**src/rtl/alu_pkg.sv**
```systemverilog
// Shared types for the sequential ALU: op codes, FSM states, op classification.
package alu_pkg;

  typedef enum logic [3:0] {
    OP_ADD   = 4'd0,
    OP_SUB   = 4'd1,
    OP_AND   = 4'd2,
    OP_OR    = 4'd3,
    OP_XOR   = 4'd4,
    OP_SLL   = 4'd5,
    OP_SRL   = 4'd6,
    OP_SRA   = 4'd7,
    OP_SLT   = 4'd8,
    OP_SLTU  = 4'd9,
    OP_MUL   = 4'd10,
    OP_DIVU  = 4'd11,
    OP_REMU  = 4'd12,
    OP_RSV13 = 4'd13,
    OP_RSV14 = 4'd14,
    OP_RSV15 = 4'd15
  } aluOp_t;

  typedef enum logic [1:0] {
    IDLE = 2'd0,
    BUSY = 2'd1,
    DONE = 2'd2
  } aluState_t;

  // Ops that go through the iterative mul/div datapath
  function automatic logic isMultiCycle(aluOp_t op);
    return (op == OP_MUL) || (op == OP_DIVU) || (op == OP_REMU);
  endfunction

endpackage

```
**src/rtl/alu_muldiv_iter.sv**
```systemverilog
// Iterative shift-add multiplier and restoring divider sharing one register set.
// done/res are combinational: done marks the edge that performs the last step,
// and res is the value that step produces, so the parent can latch it directly.
module alu_muldiv_iter
  import alu_pkg::*;
#(
  parameter int WIDTH = 32,
  parameter int SHW   = $clog2(WIDTH)
) (
  input  logic             clk,
  input  logic             rst_n,
  input  logic             start,
  input  aluOp_t           op,
  input  logic [WIDTH-1:0] a,
  input  logic [WIDTH-1:0] b,
  output logic             done,
  output logic [WIDTH-1:0] res
);

  logic             r_act;
  logic [SHW-1:0]   r_cnt;
  aluOp_t           r_op;
  logic [WIDTH-1:0] r_acc;  // partial product / partial remainder
  logic [WIDTH-1:0] r_md;   // multiplicand (shifts left) / divisor
  logic [WIDTH-1:0] r_q;    // multiplier (shifts right) / dividend-in, quotient-out

  logic [WIDTH:0]   w_sh;
  logic [WIDTH-1:0] w_sub;
  logic             w_ge;
  logic [WIDTH-1:0] w_acc_nx, w_md_nx, w_q_nx;

  // One iteration step; the remainder shift needs WIDTH+1 bits before the compare
  always_comb begin
    w_sh  = {r_acc, r_q[WIDTH-1]};
    w_sub = w_sh[WIDTH-1:0] - r_md;
    w_ge  = (w_sh >= {1'b0, r_md});
    if (r_op == OP_MUL) begin
      w_acc_nx = r_q[0] ? (r_acc + r_md) : r_acc;
      w_md_nx  = r_md << 1;
      w_q_nx   = r_q >> 1;
    end else begin
      w_acc_nx = w_ge ? w_sub : w_sh[WIDTH-1:0];
      w_md_nx  = r_md;
      w_q_nx   = {r_q[WIDTH-2:0], w_ge};
    end
  end

  assign done = r_act && (r_cnt == SHW'(WIDTH-1));
  assign res  = (r_op == OP_DIVU) ? w_q_nx : w_acc_nx;

  // Load on start, then step once per cycle for WIDTH cycles
  always_ff @(posedge clk or negedge rst_n) begin
    if (!rst_n) begin
      r_act <= 1'b0;
      r_cnt <= '0;
      r_op  <= OP_ADD;
      r_acc <= '0;
      r_md  <= '0;
      r_q   <= '0;
    end else if (start) begin
      r_act <= 1'b1;
      r_cnt <= '0;
      r_op  <= op;
      r_acc <= '0;
      r_md  <= (op == OP_MUL) ? a : b;
      r_q   <= (op == OP_MUL) ? b : a;
    end else if (r_act) begin
      r_acc <= w_acc_nx;
      r_md  <= w_md_nx;
      r_q   <= w_q_nx;
      r_cnt <= r_cnt + 1'b1;
      if (done) begin
        r_act <= 1'b0;
        r_cnt <= '0;
      end
    end
  end

endmodule

```
**src/rtl/alu_seq.sv**
```systemverilog
// Handshaked execute-stage ALU: single-cycle ops plus iterative MUL/DIVU/REMU,
// one operation in flight, result held in DONE until the consumer takes it.
module alu_seq
  import alu_pkg::*;
#(
  parameter int WIDTH = 32,
  parameter int SHW   = $clog2(WIDTH)
) (
  input  logic             clk,
  input  logic             rst_n,
  input  logic             inValid,
  output logic             inReady,
  input  logic [WIDTH-1:0] a,
  input  logic [WIDTH-1:0] b,
  input  aluOp_t           aluOp,
  output logic             outValid,
  input  logic             outReady,
  output logic [WIDTH-1:0] result,
  output logic             zero,
  output logic             busy
);

  aluState_t        r_state, w_state_nx;
  logic [WIDTH-1:0] r_result;
  logic             r_zero;

  logic             w_hs, w_multi, w_start, w_done;
  logic [SHW-1:0]   w_shamt;
  logic [WIDTH-1:0] w_sc, w_it_res;

  assign w_hs    = inValid && (r_state == IDLE);
  assign w_multi = isMultiCycle(aluOp);
  assign w_start = w_hs && w_multi;
  assign w_shamt = b[SHW-1:0];

  // Single-cycle datapath, evaluated on the live operands at the handshake
  always_comb begin
    w_sc = '0;
    case (aluOp)
      OP_ADD:  w_sc = a + b;
      OP_SUB:  w_sc = a - b;
      OP_AND:  w_sc = a & b;
      OP_OR:   w_sc = a | b;
      OP_XOR:  w_sc = a ^ b;
      OP_SLL:  w_sc = a << w_shamt;
      OP_SRL:  w_sc = a >> w_shamt;
      OP_SRA:  w_sc = $signed(a) >>> w_shamt;
      OP_SLT:  w_sc = {{(WIDTH-1){1'b0}}, ($signed(a) < $signed(b))};
      OP_SLTU: w_sc = {{(WIDTH-1){1'b0}}, (a < b)};
      default: w_sc = '0;
    endcase
  end

  alu_muldiv_iter #(.WIDTH(WIDTH), .SHW(SHW)) u_iter (
    .clk   (clk),
    .rst_n (rst_n),
    .start (w_start),
    .op    (aluOp),
    .a     (a),
    .b     (b),
    .done  (w_done),
    .res   (w_it_res)
  );

  // FSM next state and handshake outputs
  always_comb begin
    w_state_nx = r_state;
    inReady    = 1'b0;
    outValid   = 1'b0;
    busy       = 1'b0;
    case (r_state)
      IDLE: begin
        inReady = 1'b1;
        if (inValid) w_state_nx = w_multi ? BUSY : DONE;
      end
      BUSY: begin
        busy = 1'b1;
        if (w_done) w_state_nx = DONE;
      end
      DONE: begin
        outValid = 1'b1;
        if (outReady) w_state_nx = IDLE;
      end
      default: w_state_nx = IDLE;
    endcase
  end

  // FSM state register
  always_ff @(posedge clk or negedge rst_n) begin
    if (!rst_n) r_state <= IDLE;
    else        r_state <= w_state_nx;
  end

  // Output registers: load on single-cycle accept or final iteration, else hold
  always_ff @(posedge clk or negedge rst_n) begin
    if (!rst_n) begin
      r_result <= '0;
      r_zero   <= 1'b0;
    end else if (w_hs && !w_multi) begin
      r_result <= w_sc;
      r_zero   <= (w_sc == '0);
    end else if ((r_state == BUSY) && w_done) begin
      r_result <= w_it_res;
      r_zero   <= (w_it_res == '0);
    end
  end

  assign result = r_result;
  assign zero   = r_zero;

endmodule

```
**config.mk**
```make
export PLATFORM = sky130hd
export DESIGN_NAME = alu_seq
export DESIGN_NICKNAME = d
export VERILOG_FILES = /design/src/rtl/alu_pkg.sv /design/src/rtl/alu_muldiv_iter.sv /design/src/rtl/alu_seq.sv
export SDC_FILE = /design/constraint.sdc
export NUM_CORES = 1
export LEC_CHECK = 0
export ABC_AREA = 1
export CAP_MARGIN = 10
export CORE_ASPECT_RATIO = 2
export CORE_UTILIZATION = 49
export CTS_BUF_LIST = sky130_fd_sc_hd__clkbuf_8 sky130_fd_sc_hd__clkbuf_16
export DETAILED_ROUTE_END_ITERATION = 7
export DONT_BUFFER_PORTS = 1
export PLACE_DENSITY = 0.66
export SYNTH_ARGS = -nofsm -noshare
export SYNTH_HDL_FRONTEND = slang
export SYNTH_SLANG_ARGS = --single-unit
```
**constraint.sdc**
```tcl
create_clock -name clk -period 5.15 [get_ports clk]
set_clock_uncertainty 0.1 [all_clocks]
set_input_delay 0.515 -clock clk [delete_from_list [all_inputs] [get_ports clk]]
set_output_delay 0.515 -clock clk [all_outputs]
set_load 0.005 [all_outputs]
```
==> flow_metrics.tcl, run 1 <==
set metrics [dict create \
    globalRouteTotalUtil 0.590 \
    yosysTopAreaCell "nand2_1" \
    synth-compound-area-share 0.147 \
    ios 108 \
    synth_seq_area_share 0.151 \
    firstError "[ERROR GRT-0116] Global routing finished with congestion. Check the congestion regions in the DRC Viewer." \
    post-synth-top-area-fraction 0.248 \
    h-tree-depth 4 \
    first_global_vias 31700 \
    synth-edff-count 0 \
    die-height_um 311 \
    synthDistinctLibCells 51 \
    detailed_place_hpwl_um 103000 \
    result_of_the_run "stopped before the end" \
    haltStage "global routing (5_1_grt)" \
    netlist_area_um2 23400 \
    largest_net_degree_at_the_start_of_global_routing 142 \
    numClockSinks 141 \
    synthesis.nets 4549 \
    synth-async-reset-ratio 1.00 \
    std_cell_rows 113 \
    yosysWarnings 0 \
    main_combinational_cell_family_by_area_after_synthesis "simple AND/OR/NAND/NOR gates" \
    post_synth_and_or_nand_nor_area_fraction 0.463 \
    synth.avg_cell_area_um2 5.44 \
    synthCells 4308 \
    root_buffer "clkbuf_16" \
    grt_first_pass_wirelength_um 211000 \
    ys_seq_elements 141 \
    io_buffers 0 \
    synthTopCellsByArea "nand2_1 25%, dfrtp_1 15%, nand3_1 12%" \
    synthesized_area_fraction_occupied_by_xor_and_xnor_cells 0.0101 \
    synth_adder_area_share 0.0915 \
    muxShareOfSynthArea 0 \
    tritoncts_buffers 25 \
    clock_path_buffers 3 \
    ys.flop_type "dfrtp_1" \
    globalRouteOverflowTotal 11 \
    floorplan.die.width_um 157 \
    post-cts-setup-buffer-count 0 \
    gp_congestion 1.14 \
    initial_utilization 0.495 \
]
## stage by stage
stage,hold WS (ns),setup slack [ns],cells,area (um^2),utilization
CTS,0.123,0.987,4837,24400,0.516
detailed placement,0.122,1.02,4802,23700,0.501
global placement,0.122,1.07,4802,23700,0.501
floorplan,0.119,1.78,4308,23400,-
## synth_stat cells, types with 6 or more instances
cell,instances
clkbuf_1,70
o221ai_1,64
ha_1,165
nor2_1,337
and2_1,16
nand2_2,15
nand2_1,1547
xor2_1,12
o211ai_1,82
dfrtp_1,141
xnor2_1,15
nor2_2,10
nand3b_1,9
buf_1,25
buf_2,64
buf_4,7
o21bai_1,21
nand3_1,566
nor3_1,34
o21ai_1,8
o21ai_0,185
nand3_2,15
buf_6,7
nand4_1,33
a21boi_0,6
a21oi_1,157
inv_2,18
inv_1,616
o22ai_1,18
## metal layers
metal  GRT usage  GRT overflow
met1       0.557             0
met2       0.885             5
met3       0.253             0
met4       0.691             6
met5      0.0176             0
## logic make-up after synthesis
| logic type | Yosys count |
|---|---|
| DFF | 141 |
| AOI/OAI and AO/OA | 564 |
| buffers and inverters | 811 |
| adders and majority gates | 169 |
| and+or+nand+nor | 2596 |
| xor gates and xnor gates | 27 |
## timing repair
item                       4_1_cts
hold buffers                     3
setup endpoints to repair        0
hold endpoints to repair       142
gates resized for setup          0
==> inputs of run 2 (changes only) <==
--- a/config.mk
+++ b/config.mk
@@ -7,12 +7,10 @@
 export LEC_CHECK = 0
 export ABC_AREA = 1
 export CAP_MARGIN = 10
-export CORE_ASPECT_RATIO = 2
-export CORE_UTILIZATION = 49
-export CTS_BUF_LIST = sky130_fd_sc_hd__clkbuf_8 sky130_fd_sc_hd__clkbuf_16
+export CORE_UTILIZATION = 34
 export DETAILED_ROUTE_END_ITERATION = 7
 export DONT_BUFFER_PORTS = 1
-export PLACE_DENSITY = 0.66
+export PLACE_DENSITY_LB_ADDON = 0.15
 export SYNTH_ARGS = -nofsm -noshare
 export SYNTH_HDL_FRONTEND = slang
 export SYNTH_SLANG_ARGS = --single-unit
==> run 2 against run 1 <==
The run now ends clean. Synthesized area unchanged. Synthesized cell count is the same.
==> flow_metrics.tcl, run 2 <==
set metrics [dict create \
    result_of_the_run "complete, no violations" \
    data_required_time_of_the_worst_path_ns 5.44 \
    setup_violations_final 0 \
    synth-edff-count 0 \
    holdBufCountCts 2 \
    synthCells 4308 \
    antenna_found_initial 0 \
    place_area_um2 24000 \
    route.final.wire_length_um 115000 \
    synth-async-reset-ratio 1.00 \
    yosys.cell_count.top_type "nand2_1" \
    synth_adder_area_share 0.0915 \
    drt_iter0_markers 2945 \
    post_cts_resized 0 \
    crit_cells 20 \
    max_cap_violations 0 \
    critical_path.most_common_cell "nand2_1" \
    netlist_area_um2 23400 \
    muxShareOfSynthArea 0 \
    crit_type "flop to flop" \
    synth.avg_cell_area_um2 5.44 \
    io_buffers 0 \
    final_design_area_excluding_fillers_um2 24600 \
    ios 108 \
    floorplan.die.width_um 265 \
    min_delay_path_depth 1 \
    final_util 0.364 \
    drt-vias-per-instance 5.51 \
    ys.flop_type "dfrtp_1" \
    syn2layout_area_growth_pct 5.16 \
    timing.reg2reg.worst_path_depth 20 \
    clkTransAtPathRegs_ns 0.07 \
    critical_path_start_type "flop" \
    numClockSinks 141 \
    ys_seq_elements 141 \
    power_per_cell_area_nw_per_um2 578 \
    critical_path.n_buffers_inverters 1 \
    placed_cells_incl_taps 5038 \
    synth_seq_area_share 0.151 \
    num_vias 28000 \
    insertion_delay_ns 0.46 \
    most_common_library_cell_in_the_layout_ignoring_fill_and_taps "nand2_1" \
    h-tree-depth 4 \
    post_synth_and_or_nand_nor_area_fraction 0.463 \
    synthDistinctLibCells 51 \
    worst_pin_slew_ns 0.978 \
    clock_path_buffers 2 \
    setup_total_negative_slack_ns 0 \
    synthesized_area_fraction_occupied_by_xor_and_xnor_cells 0.0101 \
    worst_path_dominant_cell_family "simple AND/OR/NAND/NOR gates" \
    p_leak_nw 13.5 \
    worstHoldPathType "input pin to flop" \
    std_cell_rows 95 \
    die_area_um2 70000 \
    final_cells 5072 \
    gp_congestion 1.08 \
    grt_first_pass_wirelength_um 170000 \
    crit_path_cell_chain "ha_1, nand2_1, nor2_2, nand2_1, nor2_2, nand2_1, nor2_2, nor2_2, buf_4, nand2_4, nand2_1, nand3_1, nand3_1, nand2_1, nand2_1, nor2_1, nand2_1, nor2_1, nand3_1, a21oi_2" \
    largest_net_degree_at_the_start_of_global_routing 142 \
    tritoncts_clock_tree "yes" \
    main_combinational_cell_family_by_area_after_synthesis "simple AND/OR/NAND/NOR gates" \
    root_buffer "clkbuf_16" \
    mostFrequentLayoutCells "1,546 x nand2_1, 615 x inv_1, 566 x nand3_1" \
    tritoncts_buffers 17 \
    vdd_drop_max_mv 0.297 \
    synthTopCellsByArea "nand2_1 25%, dfrtp_1 15%, nand3_1 12%" \
    synthesis.nets 4549 \
    crit_path_max_fanout 36 \
    post-cts-setup-buffer-count 0 \
    synth-compound-area-share 0.147 \
    critPathSlowestCell "dfrtp_1" \
    fin_crit_sh 0.708 \
    finalHoldViolCount 0 \
    drt-wirelength-per-cell_um 22.8 \
    globalRouteTotalUtil 0.325 \
    yosysTopAreaCell "nand2_1" \
    die-height_um 265 \
    fmax_ghz 0.274 \
    yosysWarnings 0 \
    critical_path_arrival_ns 3.94 \
    maxSlewHeadroom 0.347 \
    insertedDiodeCount 0 \
    detailed_place_hpwl_um 94300 \
    residual_drc_count 0 \
    crit_path_end_kind "flop" \
    first_global_vias 26400 \
    post-synth-top-area-fraction 0.248 \
    initial_utilization 0.347 \
    design.final.nets 4427 \
    rsz0062_at_grt "no" \
    critical-path-max-stage-delay_ns 0.45 \
    detail-route-antenna-nets 0 \
    globalRouteOverflowTotal 0 \
    synth_top_cells_by_count "1,547 x nand2_1, 616 x inv_1, 566 x nand3_1" \
    final_max_slew_viol_count 0 \
    floorplan.core_area_um2 67600 \
    finalWorstPathRequiredPeriod_ns 3.65 \
    number_of_filler_cells_placed_in_the_layout 7871 \
    router_iterations_before_antenna_repair 7 \
    layout-drive-gt1-share 0.0345 \
]
-- run 2: worst paths after layout --
| kind | from | to | slack, ns |
|---|---|---|---|
| setup reg to reg | u_iter.r_acc[22]$_DFFE_PN0P_ | zero$_DFFE_PN0P_ | 1.50 |
| hold reg to reg | u_iter.r_op[3]$_DFFE_PN0P_ | u_iter.r_op[3]$_DFFE_PN0P_ | 0.37 |
| setup / recovery | u_iter.r_acc[22]$_DFFE_PN0P_ | zero$_DFFE_PN0P_ | 1.50 |
| hold / removal | outReady | r_state[1]$_DFFE_PN0P_ | 0.04 |
| min in group asynchronous | rst_n | u_iter.r_md[4]$_DFFE_PN0P_ | 0.63 |
| max in group asynchronous | rst_n | result[26]$_DFFE_PN0P_ | 3.76 |
-- run 2: cells by family (layout without fill, tap and decap cells) --
kind of cell / Yosys count / after routing
and+or+nand+nor: 2596 / 2596
buffers and inverters: 811 / 702
AOI/OAI and AO/OA: 564 / 564
adders and majority gates: 169 / 169
DFF: 141 / 141
xor gates and xnor gates: 27 / 27
-- run 2: metal layers --
| layer | wire, um | global-route usage |
|---|---|---|
| met5 | 0 | 0 |
| met4 | 6660 | 0.169 |
| met2 | 51300 | 0.521 |
| met1 | 48700 | 0.420 |
| met3 | 8760 | 0.0523 |
-- run 2: area by class of cell --
class | instances | area (um^2) | share of cell area
multi-input cells | 3356 | 16700 | 0.679
flip-flops and latches | 141 | 3530 | 0.143
inverters | 634 | 2380 | 0.0966
well taps | 873 | 1090 | 0.0443
clock buffers | 17 | 425 | 0.0173
repair buffers | 36 | 293 | 0.0119
clock inverters | 15 | 199 | 0.00807
-- run 2: report_power, final --
group          switching [mW]  internal, mW
registers               0.567          1.66
clock network           0.569         0.778
logic                    7.38          3.30
total                    8.52          5.73
-- run 2: worst reg2reg max path: cells and delay by family, from the launching register on --
kind,cells,cell delay [ns]
fa+ha+maj,1,0.42
buf+inv,1,0.19
compound gates,1,0.15
flops,1,0.45
simple gates,17,2.27
-- run 2: per-stage QoR --
stage          hold WS (ns)  power, mW  setup WS (ns)
2_1_floorplan         0.119       9.54           1.78
3_3_place_gp          0.133       12.7           1.26
3_5_place_dp          0.133       12.6           1.28
4_1_cts              0.0208       14.1           1.55
5_1_grt              0.0369       15.6           1.27
6_report             0.0410       14.3           1.50
Note: power is estimated with default switching activity, not from simulation.
==> inputs of run 3 (changes only) <==
--- a/config.mk
+++ b/config.mk
@@ -5,7 +5,7 @@
 export SDC_FILE = /design/constraint.sdc
 export NUM_CORES = 1
 export LEC_CHECK = 0
-export ABC_AREA = 1
+export ABC_AREA = 0
 export CAP_MARGIN = 10
 export CORE_UTILIZATION = 34
 export DETAILED_ROUTE_END_ITERATION = 7
==> constraint.sdc (replaced) <==
create_clock -name clk -period 3.2 [get_ports clk]
set_clock_uncertainty 0.1 [all_clocks]
set_input_delay 0.32 -clock clk [delete_from_list [all_inputs] [get_ports clk]]
set_output_delay 0.32 -clock clk [all_outputs]
set_load 0.005 [all_outputs]
==> run 3 against run 2 <==
The flow now finishes with violations (hold timing, setup timing). Routed wire length is 5.1% higher. Critical path depth is 3 lower. Combinational power grew to 2.9 times the previous value. Clock power is 52% higher. Sequential share of layout area is 3.5 points lower. Sequential power is 67% higher. Register-to-register slack worse by 2.5 ns. Utilization is 15 points higher. Worst hold slack worse by 0.59 ns. First-iteration DRC count is 3.3% higher. Maximum frequency is 13% lower. Flip-flop and latch count stayed put. Critical endpoint unchanged.
==> flow_metrics.tcl, run 3 <==
set metrics [dict create \
    router_iterations_before_antenna_repair 5 \
    yosysWarnings 0 \
    worst_path_dominant_cell_family "compound AO/OA/AOI/OAI gates" \
    ios 108 \
    worst_pin_slew_ns 1.08 \
    clock_path_buffers 2 \
    antenna_found_initial 1 \
    synth-async-reset-ratio 1.00 \
    p_leak_nw 14.4 \
    post_synth_and_or_nand_nor_area_fraction 0.216 \
    mostFrequentLayoutCells "893 x buf_4, 327 x nand2_1, 296 x nor2_1" \
    initial_utilization 0.344 \
    design.final.nets 4054 \
    worstHoldPathType "input pin to asynchronous set/reset pin" \
    p_comb_frac 0.843 \
    muxShareOfSynthArea 0.0990 \
    std_cell_rows 92 \
    io_buffers 0 \
    part_of_the_power_in_the_clock_network 0.056 \
    finalHoldViolCount 141 \
    synthDistinctLibCells 97 \
    die_area_um2 64900 \
    tritoncts_buffers 17 \
    drt-vias-per-instance 6.02 \
    synthCells 3025 \
    die-height_um 255 \
    critical-path-max-stage-delay_ns 0.55 \
    floorplan.core_area_um2 63100 \
    syn2layout_area_growth_pct 50.9 \
    place_ws_ns -1.69 \
    yosysTopAreaCell "dfrtp_1" \
    h-tree-depth 4 \
    synth_top_cells_by_count "338 x nand2_1, 326 x a21oi_1, 313 x nor2_1" \
    synth.avg_cell_area_um2 7.18 \
    tritoncts_clock_tree "yes" \
    root_buffer "clkbuf_16" \
    netlist_area_um2 21700 \
    numClockSinks 141 \
    synthTopCellsByArea "dfrtp_1 16%, ha_1 9.5%, a21oi_1 7.5%" \
    num_vias 28100 \
    drt-wirelength-per-cell_um 26.0 \
    grt_first_pass_wirelength_um 178000 \
    crit_path_max_fanout 3 \
    detail-route-antenna-nets 0 \
    route.final.wire_length_um 121000 \
    max_cap_violations 0 \
    most_common_library_cell_in_the_layout_ignoring_fill_and_taps "buf_4" \
    critical_path.most_common_cell "buf_6" \
    rsz0062_at_grt "yes" \
    globalRouteTotalUtil 0.368 \
    critical_path.n_buffers_inverters 3 \
    fmax_ghz 0.238 \
    result_of_the_run "finished, violations left" \
    holdWs_ns -0.552 \
    drt_iter0_markers 3043 \
    residual_drc_count 0 \
    post-synth-top-area-fraction 0.163 \
    final_critical_path_setup_slack_ns -0.993 \
    synth_seq_area_share 0.163 \
    data_required_time_of_the_worst_path_ns 3.49 \
    critical_path_arrival_ns 4.48 \
    insertion_delay_ns 0.46 \
    setup_violations_final 46 \
    violations_in_the_final_reports "hold timing, setup timing" \
    floorplan.die.width_um 255 \
    final_max_slew_viol_count 0 \
    first_global_vias 27400 \
    number_of_filler_cells_placed_in_the_layout 6213 \
    critPathSlowestCell "or4_4" \
    detailed_place_hpwl_um 94400 \
    ys_seq_elements 141 \
    switching_power_mw 17.8 \
    main_combinational_cell_family_by_area_after_synthesis "compound AO/OA/AOI/OAI gates" \
    holdBufCountCts 24 \
    globalRouteOverflowTotal 0 \
    synthesized_area_fraction_occupied_by_xor_and_xnor_cells 0.0250 \
    synthesis.nets 3266 \
    synth-compound-area-share 0.331 \
    pwr-share-seq 0.101 \
    switching_share 0.483 \
    finalWorstPathRequiredPeriod_ns 4.19 \
    gp_congestion 1.01 \
    layout-drive-gt1-share 0.366 \
    critical_path_start_type "flop" \
    crit_type "flop to flop" \
    largest_net_degree_at_the_start_of_global_routing 142 \
    vdd_drop_max_mv 0.695 \
    clkTransAtPathRegs_ns 0.07 \
    power_per_cell_area_nw_per_um2 1120 \
    insertedDiodeCount 0 \
    maxSlewHeadroom 0.274 \
    power_report.internal_total_mw 19.1 \
    fin_crit_sh 1.31 \
    synth-edff-count 0 \
    setup_total_negative_slack_ns -12.15 \
    yosys.cell_count.top_type "nand2_1" \
    crit_path_cell_chain "buf_6, ha_4, fa_2, a21o_1, a221oi_4, buf_6, o31ai_4, a21oi_2, o21ai_2, a221oi_2, buf_4, o32a_1, a31oi_2, o21bai_4, or4_4, nor4b_4, a211o_1" \
    synth_adder_area_share 0.0988 \
    ys.flop_type "dfrtp_1" \
    crit_path_end_kind "flop" \
]
[run 3: metrics by stage]
step	power (mW)	area (um^2)	utilization	std cells
after floorplan	15.5	21900	-	3025
after global placement	26.9	29200	0.462	4559
after detailed placement	27.1	29200	0.462	4559
after CTS	34.0	32000	0.507	4655
after global routing	38.8	32800	0.519	4672
final	36.8	32800	0.519	4672
[run 3: timing repair]
| item | in CTS | in global routing |
|---|---|---|
| endpoints found under the setup margin | 65 | 66 |
| resized for setup | 334 | 131 |
| pin swaps | 160 | 119 |
| endpoints found under the hold margin | 166 | 141 |
| buffers inserted | 57 | 30 |
[run 3: per-layer routing]
metal | up-vias | track usage | share of wire
met5 | - | 0 | 0
met4 | 0 | 0.132 | 0.040
met3 | 216 | 0.0685 | 0.089
met2 | 1309 | 0.544 | 0.42
met1 | 13800 | 0.529 | 0.45
li1 | 12800 | - | -
[run 3: cells by family (layout without fill, tap and decap cells)]
logic type / Yosys count / count (layout)
AO/OA/AOI/OAI: 1100 / 1100
XOR/XNOR: 62 / 62
adder cells (fa/ha/maj): 169 / 169
buffers and inverters: 382 / 1183
flip-flops: 141 / 141
multiplexers: 153 / 153
AND/OR/NAND/NOR: 1018 / 1018
[run 3: cell type report]
cell class                      count  area (um^2)  share of cell area
Timing Repair Buffer              993         7990               0.244
Clock inverter                     14          148             0.00451
Tap cell                          846         1060              0.0323
Multi-Input combinational cell   2502        19000               0.580
Inverter                          158          598              0.0183
Clock buffer                       18          429              0.0131
Sequential cell                   141         3530               0.108
[run 3: path summary, 6_finish.rpt]
check | from | slack (ns) | cells past startpoint | endpoint
setup / recovery | u_iter.r_md[0]$_DFFE_PN0P_ | -0.99 | 17 | zero$_DFFE_PN0P_
hold / removal | rst_n | -0.55 | 0 | result[19]$_DFFE_PN0P_
setup reg to reg | u_iter.r_md[0]$_DFFE_PN0P_ | -0.99 | 17 | zero$_DFFE_PN0P_
hold reg to reg | u_iter.r_op[2]$_DFFE_PN0P_ | 0.41 | 2 | u_iter.r_op[2]$_DFFE_PN0P_
max in group asynchronous | rst_n | 3.24 | 0 | u_iter.r_act$_DFF_PN0_
min in group clk | b[4] | 0.06 | 2 | u_iter.r_q[4]$_DFFE_PN0P_
[run 3: worst register-to-register path, cell delays in order, from the launching register on]
cell and delay, ns:
dfrtp_1 0.39, buf_6 0.13, ha_4 0.17, fa_2 0.37, a21o_1 0.20, a221oi_4 0.32
buf_6 0.16, o31ai_4 0.07, a21oi_2 0.22, o21ai_2 0.12, a221oi_2 0.28, buf_4 0.20
o32a_1 0.19, a31oi_2 0.12, o21bai_4 0.21, or4_4 0.55, nor4b_4 0.21, a211o_1 0.12
[run 3: power groups by stage]
stage          clock network [mW]  registers [mW]  logic [mW]
2_1_floorplan                   0            3.44        12.1
3_3_place_gp                    0            3.62        23.3
3_5_place_dp                    0            3.63        23.5
4_1_cts                      2.08            3.67        28.3
5_1_grt                      2.14            3.81        32.8
6_report                     2.05            3.72        31.1
